### src/rtl/pll_lock_monitor_if.sv
// Bundles the lock input, the clear strobe and the reset/status outputs of the PLL lock monitor.
// master = the side driving pll_lock/clear_lost, slave = the monitor itself.
interface pll_lock_monitor_if #(
    parameter int COUNT_WIDTH = 8
);
    logic                   pll_lock;
    logic                   clear_lost;
    logic                   sys_rst;
    logic                   ready;
    logic                   lock_lost;
    logic [COUNT_WIDTH-1:0] lost_count;

    modport master (
        output pll_lock,
        output clear_lost,
        input  sys_rst,
        input  ready,
        input  lock_lost,
        input  lost_count
    );

    modport slave (
        input  pll_lock,
        input  clear_lost,
        output sys_rst,
        output ready,
        output lock_lost,
        output lost_count
    );
endinterface

### src/rtl/pll_lock_monitor.sv
// Holds downstream logic in reset until the synchronised PLL lock has been stable for
// STABLE_CYCLES cycles, and records sticky loss-of-lock events seen while running.
module pll_lock_monitor #(
    parameter int STABLE_CYCLES = 1024,
    parameter int SYNC_STAGES   = 2,
    parameter int COUNT_WIDTH   = 8
) (
    input  logic                clk,
    input  logic                rst,
    pll_lock_monitor_if.slave   bus
);

    localparam int                CNT_W    = $clog2(STABLE_CYCLES);
    localparam logic [CNT_W-1:0]  CNT_LAST = CNT_W'(STABLE_CYCLES - 1);

    typedef enum logic [1:0] {
        WAIT_LOCK = 2'd0,
        COUNT     = 2'd1,
        RUN       = 2'd2
    } state_t;

    state_t                  state_q, state_d;
    logic [CNT_W-1:0]        cnt_q, cnt_d;
    logic [SYNC_STAGES-1:0]  sync_q, sync_d;
    logic                    sys_rst_q, sys_rst_d;
    logic                    ready_q, ready_d;
    logic                    lock_lost_q, lock_lost_d;
    logic [COUNT_WIDTH-1:0]  lost_count_q, lost_count_d;
    logic                    lock_s;
    logic                    loss_s;

    function automatic logic [COUNT_WIDTH-1:0] sat_inc(input logic [COUNT_WIDTH-1:0] v);
        if (&v) begin
            return v;
        end else begin
            return v + COUNT_WIDTH'(1);
        end
    endfunction

    assign lock_s = sync_q[SYNC_STAGES-1];

    // Synchroniser shift, qualification FSM next state and registered output decode.
    always_comb begin
        sync_d = {sync_q[SYNC_STAGES-2:0], bus.pll_lock};
        state_d = state_q;
        cnt_d   = cnt_q;
        loss_s  = 1'b0;
        case (state_q)
            WAIT_LOCK: begin
                if (lock_s) begin
                    state_d = COUNT;
                    cnt_d   = {CNT_W{1'b0}};
                end else begin
                    state_d = WAIT_LOCK;
                    cnt_d   = {CNT_W{1'b0}};
                end
            end
            COUNT: begin
                if (!lock_s) begin
                    state_d = WAIT_LOCK;
                    cnt_d   = {CNT_W{1'b0}};
                end else if (cnt_q == CNT_LAST) begin
                    state_d = RUN;
                    cnt_d   = {CNT_W{1'b0}};
                end else begin
                    state_d = COUNT;
                    cnt_d   = cnt_q + CNT_W'(1);
                end
            end
            RUN: begin
                if (!lock_s) begin
                    state_d = WAIT_LOCK;
                    cnt_d   = {CNT_W{1'b0}};
                    loss_s  = 1'b1;
                end else begin
                    state_d = RUN;
                    cnt_d   = {CNT_W{1'b0}};
                end
            end
            default: begin
                state_d = WAIT_LOCK;
                cnt_d   = {CNT_W{1'b0}};
            end
        endcase

        sys_rst_d = (state_d != RUN);
        ready_d   = (state_d == RUN);

        // A clear on the same edge as a loss is applied first so the new loss survives.
        if (bus.clear_lost) begin
            lock_lost_d  = 1'b0;
            lost_count_d = {COUNT_WIDTH{1'b0}};
        end else begin
            lock_lost_d  = lock_lost_q;
            lost_count_d = lost_count_q;
        end
        if (loss_s) begin
            lock_lost_d  = 1'b1;
            lost_count_d = sat_inc(lost_count_d);
        end else begin
            lock_lost_d  = lock_lost_d;
            lost_count_d = lost_count_d;
        end
    end

    // All state of the monitor, cleared asynchronously by rst.
    always_ff @(posedge clk or posedge rst) begin
        if (rst) begin
            state_q      <= WAIT_LOCK;
            cnt_q        <= {CNT_W{1'b0}};
            sync_q       <= {SYNC_STAGES{1'b0}};
            sys_rst_q    <= 1'b1;
            ready_q      <= 1'b0;
            lock_lost_q  <= 1'b0;
            lost_count_q <= {COUNT_WIDTH{1'b0}};
        end else begin
            state_q      <= state_d;
            cnt_q        <= cnt_d;
            sync_q       <= sync_d;
            sys_rst_q    <= sys_rst_d;
            ready_q      <= ready_d;
            lock_lost_q  <= lock_lost_d;
            lost_count_q <= lost_count_d;
        end
    end

    assign bus.sys_rst    = sys_rst_q;
    assign bus.ready      = ready_q;
    assign bus.lock_lost  = lock_lost_q;
    assign bus.lost_count = lost_count_q;

endmodule

### src/flat_wrapper.sv
// flat-port wrapper written by rule: the top's interface ports become plain ports
module pll_lock_monitor_flat 
#(
    parameter int STABLE_CYCLES = 1024,
    parameter int SYNC_STAGES   = 2,
    parameter int COUNT_WIDTH   = 8
)
  (clk, rst, bus_pll_lock, bus_clear_lost, bus_sys_rst, bus_ready, bus_lock_lost, bus_lost_count);
  pll_lock_monitor_if #(.COUNT_WIDTH(COUNT_WIDTH)) bus_i ();
  input  logic clk;
  input  logic rst;
  input wire logic [$bits(bus_i.pll_lock)-1:0] bus_pll_lock;
  input wire logic [$bits(bus_i.clear_lost)-1:0] bus_clear_lost;
  output wire logic [$bits(bus_i.sys_rst)-1:0] bus_sys_rst;
  output wire logic [$bits(bus_i.ready)-1:0] bus_ready;
  output wire logic [$bits(bus_i.lock_lost)-1:0] bus_lock_lost;
  output wire logic [$bits(bus_i.lost_count)-1:0] bus_lost_count;
  assign bus_i.pll_lock = bus_pll_lock;
  assign bus_i.clear_lost = bus_clear_lost;
  assign bus_sys_rst = bus_i.sys_rst;
  assign bus_ready = bus_i.ready;
  assign bus_lock_lost = bus_i.lock_lost;
  assign bus_lost_count = bus_i.lost_count;
  pll_lock_monitor #(.STABLE_CYCLES(STABLE_CYCLES), .SYNC_STAGES(SYNC_STAGES), .COUNT_WIDTH(COUNT_WIDTH)) u_core (.clk(clk), .rst(rst), .bus(bus_i));
endmodule
### config.mk
export PLATFORM = sky130hd
export DESIGN_NAME = pll_lock_monitor_flat
export DESIGN_NICKNAME = d
export VERILOG_FILES = /design/src/rtl/pll_lock_monitor_if.sv /design/src/rtl/pll_lock_monitor.sv /design/src/flat_wrapper.sv
export SDC_FILE = /design/constraint.sdc
export NUM_CORES = 1
export LEC_CHECK = 0
export CAP_MARGIN = 25
export CORE_ASPECT_RATIO = 1.5
export CORE_MARGIN = 1
export CORE_UTILIZATION = 54
export DETAILED_ROUTE_END_ITERATION = 10
export DONT_BUFFER_PORTS = 1
export PLACE_DENSITY = 0.72
export SLEW_MARGIN = 40
export SYNTH_ARGS = -nofsm -noshare
export SYNTH_HDL_FRONTEND = slang
export SYNTH_SLANG_ARGS = --single-unit
### constraint.sdc
create_clock -name clk -period 1.9 [get_ports clk]
set_input_delay 0.475 -clock clk [delete_from_list [all_inputs] [get_ports clk]]
set_output_delay 0.475 -clock clk [all_outputs]
set_load 0.05 [all_outputs]
==> reports/results.ini <==
[status]
status = finished, final reports clean

[worst_setup_path]
r2r-start = u_core.bus.lost_count[1]$_DFF_PP0_
path_max_fanout = 3
endpoint_kind = flip-flop
startpoint_type = flip-flop
slowest_delay_ns = 0.57
crit_type = flip-flop to flip-flop
crit_slowest_cell = or4_4
crit_path_start = u_core.bus.lost_count[1]$_DFF_PP0_
crit_chain = nor2b_2 > ha_2 > nand2_2 > or4_4 > nand2_4 > mux2_4
crit_required_ns = 2.12
cp_data_arrival_time_ns = 2.06
worstRegToRegCells = 6
rr_endpoint = u_core.bus.lost_count[1]$_DFF_PP0_
worst-r2r-setup-slack_ns = 0.06

[drt]
first_pass_iters = 4
antenna_left = 0
drc_errors = 0
avgRoutedWirePerCell_um = 14.5
drtIter0Drc = 8
vias = 851
via_per_inst = 5.71
wl_um = 2160

[floorplan]
initial_core_util_pct = 58.7
io_pins = 15
core_area_um2 = 2050
fp.dieW_um = 40.6
std_cell_rows = 20
dieArea_um2 = 2430
die-height_um = 59.8

[clocking]
cts-htree-levels = 1
cts-root-buf = clkbuf_4
cts_setup_buffers = 0
cts_resized = 0
postCtsHoldBufs = 0
clkSlewWorstSetupHoldPaths_ns = 0.13
cts.sinks = 25
cts_tree = yes
clkLatencyLatePin_ns = 0.32
cts_inserted_buffers = 3
clk_path_buf_depth = 2

[run]
maxCapViolCount = 0

[logic_synthesis]
yosys_warnings = 0
synth.top_cell.area_share_pct = 49.9
ys_seq_area_share_pct = 52.1
synthCells = 111
synthArstFlopShare_pct = 100
synth_area_leaders = dfrtp_1 50%, xor2_1 4.4%, xnor2_1 3.6%
synth-seq-cells = 25
avgSynthCellArea_um2 = 10.8
synth_top_area_cell = dfrtp_1
synth_nets = 117
netlist_area_um2 = 1200
synth_edf_count = 0
yosysUniqueCellTypes = 39
ys.flop_type = dfrtp_1

[finish]
diodes = 0
fin_nets = 134
final_common_cell = dfrtp_1
drive_gt1_share_pct = 28.3
final_cell_mix = 22 x dfrtp_1, 13 x buf_4, 11 x nor2_1, 6 x nand3_1, 6 x xor2_1
utilization_pct = 67.2
area_delta_synth_final_pct = 14.6

[hold_path]
holdCritPathClass = input pin to asynchronous set/reset pin

[sta]
skew_ns = 0.00423
rsz0062_at_grt = false
tightest_slew_ns = 0.468
timing.final.crit_share_pct = 96.9
fmax_ghz = 0.543
finalHoldViolCount = 0
fin_crit_ns = 1.84
max_slew_margin_pct = 68.8
setup_viol = 0
slew_violations = 0
setup_slack_ns = 0.0589

[pwr]
static-leakage-power_uw = 0.000610
ir_worst_vdd_mv = 0.554
power.density_nw_per_um2 = 583

[grt]
grt_pass1_vias = 873
grt_max_degree = 16
grt_antenna_before_repair = 0
overflow = 0
grt_usage_pct = 21.5
grt_pass1_wl_um = 3460

[placed_design]
dpl.hpwl_um = 1660
place_ws_ns = -0.0282
gp_congestion = 0.677
io_buffers = 0

==> how the worst max path moves through the flow <==
| stage | depth (start not counted) | to | slack, ns |
|---|---|---|---|
| 5_1_grt | 6 | u_core.bus.lost_count[1]$_DFF_PP0_ | 0.01 |
| 4_1_cts | 6 | u_core.bus.lost_count[1]$_DFF_PP0_ | 0.06 |
| 3_3_place_gp | 6 | u_core.bus.lost_count[1]$_DFF_PP0_ | 0.02 |
| 2_1_floorplan | 6 | u_core.bus.lost_count[1]$_DFF_PP0_ | -0.16 |
| 6_report | 6 | u_core.bus.lost_count[1]$_DFF_PP0_ | 0.06 |
| 3_5_place_dp | 6 | u_core.bus.lost_count[1]$_DFF_PP0_ | -0.03 |
==> power breakdown <==
part / total [µW] / internal [µW] / leakage [µW] / switching, µW
sequential: 544 / 537 / 0.000335 / 6.88
combinational: 24.2 / 7.02 / 0.000261 / 17.2
clock: 235 / 80.5 / 0.0000139 / 154
total: 803 / 625 / 0.000610 / 179
==> through the flow <==
step	setup TNS [ns]	hold slack, ns	cell area, µm²	power (µW)	std cells
after global placement	0	0.336	1350	578	145
after detailed placement	-0.0282	0.340	1350	579	145
after global routing	0	0.0403	1380	838	149
final	0	0.0124	1380	803	149
after floorplan	-0.227	0.331	1240	575	111
after CTS	0	0.0166	1380	815	149
==> synth_stat cells (all sizes together) (2+ instances only) <==
cell,instances
or4,3
and3,3
inv,6
xor2,6
dfrtp,24
ha,2
nand4,4
nor4,2
nor2b,4
and2b,2
nand2,7
nand2b,2
xnor2,5
o21ai,4
a21oi,5
a22o,2
nand3,6
nor2,11
==> area by class of cell <==
class | instances | area (µm²)
clock buffer | 3 | 22.5
clock inverter | 1 | 7.51
fill | 167 | 673
inverter | 6 | 22.5
multi-input combinational | 79 | 572
sequential | 25 | 629
tap | 22 | 27.5
timing repair buffer | 13 | 97.6
==> kinds of logic after synthesis <==
group           count (synthesis)  synth area share [%]
simple gates                   52                  27.8
flops                          25                  52.1
compound gates                 12                  6.13
xor+xnor                       11                  8.00
buf+inv                         7                  2.18
mux                             2                  1.77
fa+ha+maj                       2                  2.08
==> critical path: cells and delay by family (launching register included) <==
family / cells / cell delay (ns)
fa+ha+maj: 1 / 0.20
flops: 1 / 0.38
mux: 1 / 0.29
simple gates: 4 / 0.88
==> flip-flops by register name, indices dropped and copies added, names as in the netlist <==
name                   flops
u_core.cnt_q              10
u_core.bus.lost_count      8
u_core.state_q             2
u_core.sync_q              2
u_core.bus.lock_lost       1
u_core.bus.ready           1
u_core.bus.sys_rst         1
==> layer usage <==
layer | global-route usage [%] | part of all wire, %
met4 | 10.0 | 2.1
met3 | 3.35 | 3.0
met5 | 0 | 0
met1 | 18.3 | 38
met2 | 42.6 | 56
No activity file was read; power rests on OpenSTA's default activity.
